### src/rtl/regfile_write_arbiter.sv
// Writeback arbiter for the register file's single write port: ALU results win by default,
// load results queue in a small FIFO and are force-granted once the queue head has waited too long.
module regfile_write_arbiter #(
  parameter int DATA_WIDTH    = 32,
  parameter int REG_NUM_WIDTH = 5,
  parameter int LQ_DEPTH      = 4,
  parameter int STARVE_LIMIT  = 3
) (
  input  logic                          clk,
  input  logic                          rst,
  input  logic                          alu_valid,
  output logic                          alu_ready,
  input  logic [REG_NUM_WIDTH-1:0]      alu_reg,
  input  logic [DATA_WIDTH-1:0]         alu_data,
  input  logic                          ld_valid,
  output logic                          ld_ready,
  input  logic [REG_NUM_WIDTH-1:0]      ld_reg,
  input  logic [DATA_WIDTH-1:0]         ld_data,
  output logic                          wrEnable,
  output logic [REG_NUM_WIDTH-1:0]      wrNum,
  output logic [DATA_WIDTH-1:0]         wrData,
  output logic [$clog2(LQ_DEPTH):0]     ld_q_count
);

  localparam int PTR_W = $clog2(LQ_DEPTH);
  localparam int CNT_W = PTR_W + 1;
  localparam int AGE_W = $clog2(STARVE_LIMIT + 1);
  localparam logic [AGE_W-1:0] AGE_MAX   = AGE_W'(STARVE_LIMIT);
  localparam logic [CNT_W-1:0] CNT_FULL  = CNT_W'(LQ_DEPTH);

  logic [REG_NUM_WIDTH-1:0] q_reg  [LQ_DEPTH];
  logic [DATA_WIDTH-1:0]    q_data [LQ_DEPTH];
  logic [PTR_W-1:0]         rd_ptr;
  logic [PTR_W-1:0]         wr_ptr;
  logic [AGE_W-1:0]         age;

  logic q_empty;
  logic q_full;
  logic force_grant;
  logic grant_alu;
  logic grant_load;
  logic push;
  logic pop;

  // Grant decision; force and the ready outputs depend only on registered state and rst.
  always_comb begin
    q_empty     = (ld_q_count == '0);
    q_full      = (ld_q_count == CNT_FULL);
    force_grant = !q_empty && (age >= AGE_MAX);
    alu_ready   = !rst && !force_grant;
    ld_ready    = !rst && !q_full;
    grant_alu   = alu_valid && alu_ready;
    grant_load  = !rst && !q_empty && (force_grant || !alu_valid);
    push        = ld_valid && ld_ready;
    pop         = grant_load;
  end

  // NOTE: the FIFO payload array has no reset; occupancy and pointers alone decide what is valid,
  // so clearing the storage would only add reset fan-out.
  always_ff @(posedge clk) begin
    if (push) begin
      q_reg[wr_ptr]  <= ld_reg;
      q_data[wr_ptr] <= ld_data;
    end
  end

  // NOTE: all state below uses non-blocking assignments so every register sees the
  // pre-edge values of its neighbours regardless of statement order.
  always_ff @(posedge clk) begin
    if (rst) begin
      rd_ptr     <= '0;
      wr_ptr     <= '0;
      ld_q_count <= '0;
      age        <= '0;
      wrEnable   <= 1'b0;
      wrNum      <= '0;
      wrData     <= '0;
    end else begin
      if (push) wr_ptr <= wr_ptr + PTR_W'(1);
      if (pop)  rd_ptr <= rd_ptr + PTR_W'(1);

      case ({push, pop})
        2'b10:   ld_q_count <= ld_q_count + CNT_W'(1);
        2'b01:   ld_q_count <= ld_q_count - CNT_W'(1);
        default: ld_q_count <= ld_q_count;
      endcase

      // Age tracks how long the current head has been waiting; a new head starts from zero.
      if (pop || q_empty)      age <= '0;
      else if (age != AGE_MAX) age <= age + AGE_W'(1);

      if (grant_alu) begin
        wrEnable <= 1'b1;
        wrNum    <= alu_reg;
        wrData   <= alu_data;
      end else if (grant_load) begin
        wrEnable <= 1'b1;
        wrNum    <= q_reg[rd_ptr];
        wrData   <= q_data[rd_ptr];
      end else begin
        wrEnable <= 1'b0;
      end
    end
  end

endmodule

### config.mk
export PLATFORM = sky130hd
export DESIGN_NAME = regfile_write_arbiter
export DESIGN_NICKNAME = d
export VERILOG_FILES = /design/src/rtl/regfile_write_arbiter.sv
export SDC_FILE = /design/constraint.sdc
export NUM_CORES = 1
export LEC_CHECK = 0
export ABC_AREA = 1
export CAP_MARGIN = 20
export CORE_ASPECT_RATIO = 0.75
export CORE_MARGIN = 1.5
export CORE_UTILIZATION = 41
export CTS_CLUSTER_DIAMETER = 200
export DETAILED_ROUTE_END_ITERATION = 7
export PLACE_DENSITY_LB_ADDON = 0.1
export REMOVE_ABC_BUFFERS = 1
export SYNTH_ARGS = -nofsm -noshare
export SYNTH_HDL_FRONTEND = slang
export SYNTH_SLANG_ARGS = --single-unit
### constraint.sdc
create_clock -name clk -period 4.5 [get_ports clk]
set_input_delay 1.35 -clock clk [delete_from_list [all_inputs] [get_ports clk]]
set_output_delay 1.35 -clock clk [all_outputs]
set_load 0.02 [all_outputs]
==> results of run 1 <==
==> cells in the final DEF (no fill, tap or decap) <==
cell / synthesis / final
dfxtp_1: 49 / 47
nor2_1: 54 / 50
nand3_4: 1 / 1
clkinv_1: 0 / 1
nand2_1: 183 / 183
ha_1: 6 / 6
a21oi_2: 1 / 1
a21oi_1: 33 / 33
fa_1: 1 / 1
nand3_1: 90 / 90
inv_1: 28 / 27
buf_4: 3 / 9
clkinv_2: 0 / 2
inv_6: 0 / 1
nand2_4: 1 / 1
clkdlybuf4s50_1: 0 / 120
xor2_1: 2 / 2
bufinv_16: 0 / 4
nand2_2: 1 / 1
nand4_1: 31 / 31
clkinvlp_4: 0 / 1
buf_12: 0 / 4
dfxtp_2: 0 / 2
clkbuf_1: 16 / 4
mux2i_1: 1 / 1
nor2_4: 1 / 5
o21ai_0: 41 / 41
inv_2: 4 / 5
clkbuf_16: 0 / 17
clkbuf_8: 0 / 2
o21ai_1: 5 / 5
edfxtp_1: 148 / 148
==> final cells by class <==
| class | instances | area share |
|---|---|---|
| Tap cell | 247 | 0.0310 |
| Clock buffer | 23 | 0.0470 |
| Multi-Input combinational cell | 452 | 0.215 |
| Sequential cell | 197 | 0.545 |
| Inverter | 32 | 0.0121 |
| Clock inverter | 9 | 0.0151 |
| Timing Repair Buffer | 133 | 0.135 |
==> cells by family after synthesis <==
group	share of synthesized area
AO/OA/AOI/OAI	0.0514
XOR/XNOR	0.00223
adder cells (fa/ha/maj)	0.0121
buffers and inverters	0.0425
flip-flops	0.690
multiplexers	0.00127
AND/OR/NAND/NOR	0.201
==> path summary, 6_finish.rpt <==
path,to,cells past startpoint,from
worst max-delay path,alu_ready,3,rst
worst min-delay path,wrNum[0]$_SDFFE_PP0P_,2,wrNum[0]$_SDFFE_PP0P_
worst max register to register,ld_q_count[2]$_SDFFE_PP0P_,13,age[0]$_SDFFE_PP0N_
worst min register to register,wrNum[0]$_SDFFE_PP0P_,2,wrNum[0]$_SDFFE_PP0P_
==> routing by layer <==
layer,vias up,share of wire,wire [µm],GRT usage
met1,2672,0.48,8900,0.271
met4,0,0.0076,142,0.0614
met3,12,0.060,1120,0.0413
met5,-,0,0,0
li1,2732,-,-,-
met2,162,0.46,8550,0.308
==> stage by stage <==
step | instances | hold WS (ns) | util
CTS | 1093 | 0.476 | 0.535
floorplan | 681 | 0.464 | -
global route | 1093 | 0.493 | 0.535
finish | 1093 | 0.473 | 0.535
detailed placement | 1061 | 0.463 | 0.502
global placement | 1061 | 0.459 | 0.502
==> report_power, final <==
group | leakage, nW | switching (mW) | internal [mW]
combinational | 1.66 | 0.306 | 0.219
clock | 0.299 | 0.627 | 0.958
sequential | 1.75 | 0.0373 | 2.04
total | 3.71 | 0.971 | 3.22
==> worst min-delay path, stage by stage, from the launching register on <==
cell and delay [ns]:
dfxtp_1 0.31, nand3_1 0.07, nand2_1 0.04
==> impl_metrics.ini, run 1 <==
[place]
dp_slack_ns = 0.433
hpwl_um = 11100
port_buffers = 120
place.gp.congestion = 0.748
place_area_mm2 = 0.00934

[cts]
holdBufCountCts = 0
cts_buffer_depth = 2
cts_root_buf = clkbuf_16
cts_tree = built
worstSkewPairLatency_ns = 0.44
h-tree-depth = 4
post-cts-setup-buffers = 0
clk_pin_slew_ns = 0.06
cts_made_buffers = 17
cts_num_sinks = 197
cts-resized-gates = 0

[synthesis]
syn_avg_cell_area_um2 = 10.9
synth_seq_cells = 197
syn_area_mm2 = 0.00787
synthTopCellsByCount = nand2_1 (183), edfxtp_1 (148), nand3_1 (90)
synth.area.top_cells = edfxtp_1 (56%), dfxtp_1 (12%), nand2_1 (8.7%)
async_reset_ff_frac = 0
synth_edf_count = 148
ys_seq_area_frac = 0.690
synth_most_common_cell = nand2_1
syn_inst = 725
synth_top_area_share = 0.565
synth_ff_type = edfxtp_1
yosysTopAreaCell = edfxtp_1
yosysWarnings = 0
synth.distinct_cells = 25

[sta]
period_needed_ns = 4.06
tns_ns = 0
rsz0062_at_grt = false
max_freq_ghz = 0.246
slew_headroom = 0.406
skew_ns = 0.0105
hold_viol = 0
finalSetupViolations = 0
maxSlewViolCount = 0
layout_setup_ws_ns = 0.436
tightest_slew_ns = 0.891
fin_crit_sh = 0.903

[layout]
num_antenna_cells = 0
nNetsFinal = 918
nFillCells = 1614
largest_reg_flops = 128
design_area_mm2 = 0.00996
drive_gt1_frac = 0.0662
areaGrowthSynthToFinish_pct = 26.6
ff_latch_area_mm2 = 0.00543
multiInputGateArea_mm2 = 0.00214

[detailed_routing]
num_vias = 5578
wl_per_cell_um = 17.1
drtPass1Iterations = 5
routed_wirelength_um = 18700
drt-initial-drc-count = 414
viasPerCell = 5.10
ant_nets = 0
drc = 0

[outcome]
status = finished clean

[global_route]
grt_pass1_wl_um = 29000
antenna_found_initial = 0
grt_use_total = 0.195
overflow = 0
grt_pass1_vias = 5375
grt_max_degree = 75

[worst_setup_path]
slowest_delay_ns = 0.65
worstSetupPathType = in -> out
r2r_slack_ns = 1.84
cpMostUsedCell = clkdlybuf4s50_1
cp_data_required_time_ns = 3.15
path_max_fanout = 6
cp_slowest_cell = clkdlybuf4s50_1
crit_chain = clkdlybuf4s50_1 -> a21oi_1 -> clkdlybuf4s50_1
worstPathArrival_ns = 2.71
path_buf_inv = 2
path_delay_family = buffers and inverters
critPathCaptureType = output pin
worst_setup_path_start_kind = input port

[floorplan]
die_y_um = 123
dieArea_mm2 = 0.0200
fp.dieW_um = 163
rows = 43
initial_core_util = 0.423
core_mm2 = 0.0186
io_pins = 121

[min_path]
hold_path.class = reg -> reg

[power_and_ir_drop]
ir_drop_uv = 232
p_total_mw = 4.19
p_per_area_mw_per_mm2 = 420
p_leak_nw = 3.71

[flow_run]
maxCapViolations = 0
Note: power is estimated with default switching activity, not from simulation.
==> run 2: changes to the inputs <==
ABC_AREA = default   (was 1)
==> run 2 against run 1 <==
Net effect:
- critical path depth unchanged
- largest power group unchanged
- hold slack got worse by 0.038 ns
- clock power about the same
- synthesized cell count decreased by 39%
- total power decreased by 1.9%
- wire length decreased by 15%
- combinational power decreased by 13%
- register-to-register slack improved by 0.22 ns
==> impl_metrics.ini, run 2 <==
[cts]
post-cts-setup-buffers = 0
clk_pin_slew_ns = 0.06
worstSkewPairLatency_ns = 0.43
cts_buffer_depth = 2
cts_made_buffers = 17
holdBufCountCts = 0
cts_num_sinks = 197
h-tree-depth = 4
cts_tree = built
cts_root_buf = clkbuf_16
cts-resized-gates = 0

[sta]
fin_crit_sh = 0.787
finalSetupViolations = 0
slew_headroom = 0.308
rsz0062_at_grt = false
tightest_slew_ns = 1.04
skew_ns = 0.0103
hold_viol = 0
period_needed_ns = 3.54
max_freq_ghz = 0.282
tns_ns = 0
maxSlewViolCount = 0

[place]
hpwl_um = 10200
dp.cells = 790
place.gp.congestion = 0.791
port_buffers = 120
place_area_mm2 = 0.00897

[detailed_routing]
routed_wirelength_um = 16000
drc = 0
num_vias = 4236
drtPass1Iterations = 4
wl_per_cell_um = 19.4
ant_nets = 0
viasPerCell = 5.15
drt-initial-drc-count = 308

[power_and_ir_drop]
switching_share = 0.230
combPwrFrac = 0.112
internal_power_mw = 3.16
ir_drop_uv = 269
pwr-share-clk = 0.379
p_leak_nw = 3.09
p_total_mw = 4.11
power.switching_mw = 0.946
p_per_area_mw_per_mm2 = 429
seqPwrFrac = 0.509

[outcome]
status = finished clean

[worst_setup_path]
critPathCaptureType = output pin
worstPathArrival_ns = 2.19
startpoint = rst
worst_r2r_endpoint = q_data[3][6]$_DFFE_PP_
r2r_start = ld_q_count[0]$_SDFFE_PP0P_
worstSetupPathType = in -> out
worst_setup_path_start_kind = input port
crit_end = ld_ready
rr_worst_depth = 4
path_max_fanout = 4
r2r_slack_ns = 2.06
cp_data_required_time_ns = 3.15

[min_path]
hold_path.class = reg -> reg

[global_route]
grt_use_total = 0.176
grt_max_degree = 38
overflow = 0
busiest_layer = met2
antenna_found_initial = 0
use_met2 = 0.271
gr-usage-met1 = 0.248
grt_pass1_wl_um = 24900
use_met3 = 0.0474
grt_pass1_vias = 4388

[floorplan]
initial_core_util = 0.422
die_y_um = 120
dieArea_mm2 = 0.0191
io_pins = 121
rows = 42
fp.dieW_um = 159
core_mm2 = 0.0178

[layout]
drive_gt1_frac = 0.184
areaGrowthSynthToFinish_pct = 27.9
fin_cells = 822
design_area_mm2 = 0.00959
nNetsFinal = 652
final_util = 0.540
layout_common_cells = edfxtp_1 (148), clkdlybuf4s50_1 (119), dfxtp_1 (47), nand2_1 (41), mux4_2 (37)
final_common_cell = edfxtp_1
num_antenna_cells = 0
largest_reg_flops = 128

[synthesis]
synth_top_area_share = 0.593
syn_inst = 440
synth_seq_cells = 197
synth.distinct_cells = 33
ys_seq_area_frac = 0.724
synth_ff_type = edfxtp_1
yosysTopAreaCell = edfxtp_1
syn_avg_cell_area_um2 = 17.0
synthTopCellsByCount = edfxtp_1 (148), dfxtp_1 (49), nand2_1 (41)
async_reset_ff_frac = 0
yosysWarnings = 0
synth_most_common_cell = edfxtp_1
syn_area_mm2 = 0.00750
synth.area.top_cells = edfxtp_1 (59%), dfxtp_1 (13%), mux4_2 (11%)
synth_edf_count = 148

[flow_run]
maxCapViolations = 0
[run 2: cell count changes in the layout (fill, tap and decap cells not counted), sizes merged, moves of 18 or more]
cell | previous run | this run
o21ai | 46 | 23
nand4 | 31 | 0
mux4 | 0 | 37
nand3 | 91 | 0
nand2 | 185 | 42
inv | 33 | 12
nor2 | 55 | 24
a211oi | 0 | 18
a22oi | 0 | 22
[run 2: cell type report]
| type | count | area, µm² |
|---|---|---|
| Fill cell | 1478 | 8170 |
| Sequential cell | 197 | 5430 |
| Multi-Input combinational cell | 210 | 1920 |
| Timing Repair Buffer | 132 | 1290 |
| Clock buffer | 19 | 443 |
| Tap cell | 242 | 303 |
| Clock inverter | 13 | 170 |
| Inverter | 9 | 33.8 |
[run 2: per-layer routing]
metal  up-vias  wire, µm
met3        11       671
met1      2156      7780
li1       1963         -
met5         -         0
met2       106      7390
met4         0       126
[run 2: kinds of logic after synthesis]
group,share of synthesized area
AO/OA/AOI/OAI,0.0814
buffers and inverters,0.0220
flip-flops,0.724
XOR/XNOR,0.00467
adder cells (fa/ha/maj),0.0127
multiplexers,0.112
AND/OR/NAND/NOR,0.0432
[run 2: per-stage QoR]
stage / setup WS [ns] / hold slack, ns
3_3_place_gp: 0.909 / 0.411
2_1_floorplan: 0.939 / 0.405
6_report: 0.957 / 0.434
4_1_cts: 0.950 / 0.437
5_1_grt: 0.923 / 0.452
3_5_place_dp: 0.810 / 0.428
[run 2: how the worst min path moves through the flow]
stage / from / end / slack, ns / cells past startpoint
after global placement: age[0]$_SDFFE_PP0N_ / age[0]$_SDFFE_PP0N_ / 0.41 / 1
final: age[0]$_SDFFE_PP0N_ / age[0]$_SDFFE_PP0N_ / 0.43 / 1
after floorplan: age[0]$_SDFFE_PP0N_ / age[0]$_SDFFE_PP0N_ / 0.40 / 1
after global routing: age[0]$_SDFFE_PP0N_ / age[0]$_SDFFE_PP0N_ / 0.45 / 1
after detailed placement: age[0]$_SDFFE_PP0N_ / age[0]$_SDFFE_PP0N_ / 0.43 / 1
after CTS: age[0]$_SDFFE_PP0N_ / age[0]$_SDFFE_PP0N_ / 0.44 / 1
[run 2: power by group through the flow]
stage               logic (mW)  registers, mW  clock network [mW]
finish                   0.459           2.09                1.56
floorplan                0.187           2.16                   0
global placement         0.458           2.13                   0
CTS                      0.465           2.09                1.59
detailed placement       0.463           2.13                   0
global route             0.493           2.10                1.67
[run 2: critical path: stages]
cell,delay (ns)
buf_2,0.12
a21oi_1,0.11
clkdlybuf4s50_1,0.61
==> run 3: changes to the inputs <==
clock period = 2.95 ns   (was 4.5 ns; I/O delays follow)
==> run 3 against run 2 <==
Net effect:
- total power grew 52%
- clock skew rose by 0.0027 ns
- clock power up 49%
- hold slack improved by 0.0022 ns
- utilization increased by 0.58 points
- count of clock-buffer cells in the layout is 1 higher
- global-route usage down 0.42 points
- setup slack worse by 0.68 ns
- die area did not move
- largest cell class unchanged
==> impl_metrics.ini, run 3 (synthesized netlist as in run 2, its figures left out) <==
[power_and_ir_drop]
p_total_mw = 6.23
internal_power_mw = 4.78
p_per_area_mw_per_mm2 = 643
p_leak_nw = 3.15
power.switching_mw = 1.45
pwr-share-clk = 0.374
ir_drop_uv = 362
combPwrFrac = 0.115
seqPwrFrac = 0.511
switching_share = 0.232

[layout]
largest_reg_flops = 128
design_area_mm2 = 0.00969
final_common_cell = edfxtp_1
nFillCells = 1499
layout_common_cells = edfxtp_1 (148), clkdlybuf4s50_1 (118), dfxtp_1 (47), nand2_1 (41), mux4_2 (37)
fin_cells = 828
num_antenna_cells = 0
multiInputGateArea_mm2 = 0.00192
areaGrowthSynthToFinish_pct = 29.2
nNetsFinal = 658
ff_latch_area_mm2 = 0.00543
drive_gt1_frac = 0.191

[worst_setup_path]
path_max_fanout = 7
cp_data_required_time_ns = 2.07
slowest_delay_ns = 0.61
cp_slowest_cell = clkdlybuf4s50_1
path_buf_inv = 1
crit_chain = nor2_1 -> a21oi_1 -> clkdlybuf4s50_1
rr_worst_depth = 9
worstSetupPathType = reg -> out
path_delay_family = buffers and inverters
worstPathArrival_ns = 1.79
critPathCaptureType = output pin
worstSetupPathDepth = 3
worst_setup_path_start_kind = flip-flop

[detailed_routing]
drtPass1Iterations = 4
wl_per_cell_um = 18.7
drc = 0
routed_wirelength_um = 15500
route.met3.wl_um = 723
ant_nets = 0
wl_met2_um = 7150
drt-initial-drc-count = 257
maxUsedRoutingLayer = met4
viasPerCell = 5.10
num_vias = 4221
wl_met1_um = 7430

[place]
port_buffers = 120
place_area_mm2 = 0.00909
place.gp.congestion = 0.720
dp_slack_ns = -0.00598
hpwl_um = 9620
dp.cells = 796

[floorplan]
dieArea_mm2 = 0.0191
initial_core_util = 0.422
io_pins = 121
fp.dieW_um = 159
rows = 42
core_mm2 = 0.0178
die_y_um = 120

[cts]
post-cts-setup-buffers = 0
clk_pin_slew_ns = 0.07
worstSkewPairLatency_ns = 0.43
cts_tree = built
cts_num_sinks = 197
cts_root_buf = clkbuf_16
h-tree-depth = 4
cts_buffer_depth = 2
cts_made_buffers = 17

[sta]
finalSetupViolations = 0
hold_viol = 0
layout_setup_ws_ns = 0.276
period_needed_ns = 2.67
slew_headroom = 0.471
max_freq_ghz = 0.374
rsz0062_at_grt = false
tightest_slew_ns = 0.793
hold_ws_ns = 0.437
skew_ns = 0.0129
maxSlewViolCount = 0
fin_crit_sh = 0.907

[min_path]
worstHoldPathCells = 1
hold_path.class = reg -> reg

[global_route]
overflow = 0
grt_max_degree = 38
grt_use_total = 0.172
grt_pass1_vias = 4309
antenna_found_initial = 0
grt_pass1_wl_um = 24100

[flow_run]
maxCapViolations = 0

[outcome]
status = finished clean
[run 3: final timing paths]
check                                           startpoint                         end  slack (ns)
worst min register to register         age[0]$_SDFFE_PP0N_         age[0]$_SDFFE_PP0N_        0.44
worst max-delay path            ld_q_count[0]$_SDFFE_PP0P_                    ld_ready        0.28
worst min-delay path                   age[0]$_SDFFE_PP0N_         age[0]$_SDFFE_PP0N_        0.44
worst max register to register         age[0]$_SDFFE_PP0N_  ld_q_count[2]$_SDFFE_PP0P_        0.72
[run 3: metrics by stage]
step,setup TNS (ns),util
2_1_floorplan,-0.146,-
3_3_place_gp,0,0.512
3_5_place_dp,-0.00598,0.512
4_1_cts,0,0.546
5_1_grt,0,0.546
6_report,0,0.546
[run 3: metal layers]
metal	GRT usage	vias to the layer above
li1	-	1977
met1	0.234	2136
met2	0.269	97
met3	0.0484	11
met4	0.0531	0
met5	0	-
[run 3: repair_timing]
action	in CTS	in global routing
hold buffers	0	0
setup endpoints to repair	1	0
gates resized for setup	1	0
[run 3: cell type report]
type,instances,area share
Tap cell,242,0.0312
Sequential cell,197,0.560
Multi-Input combinational cell,210,0.198
Timing Repair Buffer,138,0.145
Clock buffer,20,0.0471
Clock inverter,12,0.0145
Inverter,9,0.00349
[run 3: power groups by stage]
stage | Sequential (mW) | Combinational (mW) | Clock (mW)
after floorplan | 3.30 | 0.285 | 0
after global placement | 3.24 | 0.717 | 0
after detailed placement | 3.25 | 0.723 | 0
after CTS | 3.19 | 0.726 | 2.39
after global routing | 3.20 | 0.773 | 2.49
final | 3.18 | 0.717 | 2.33
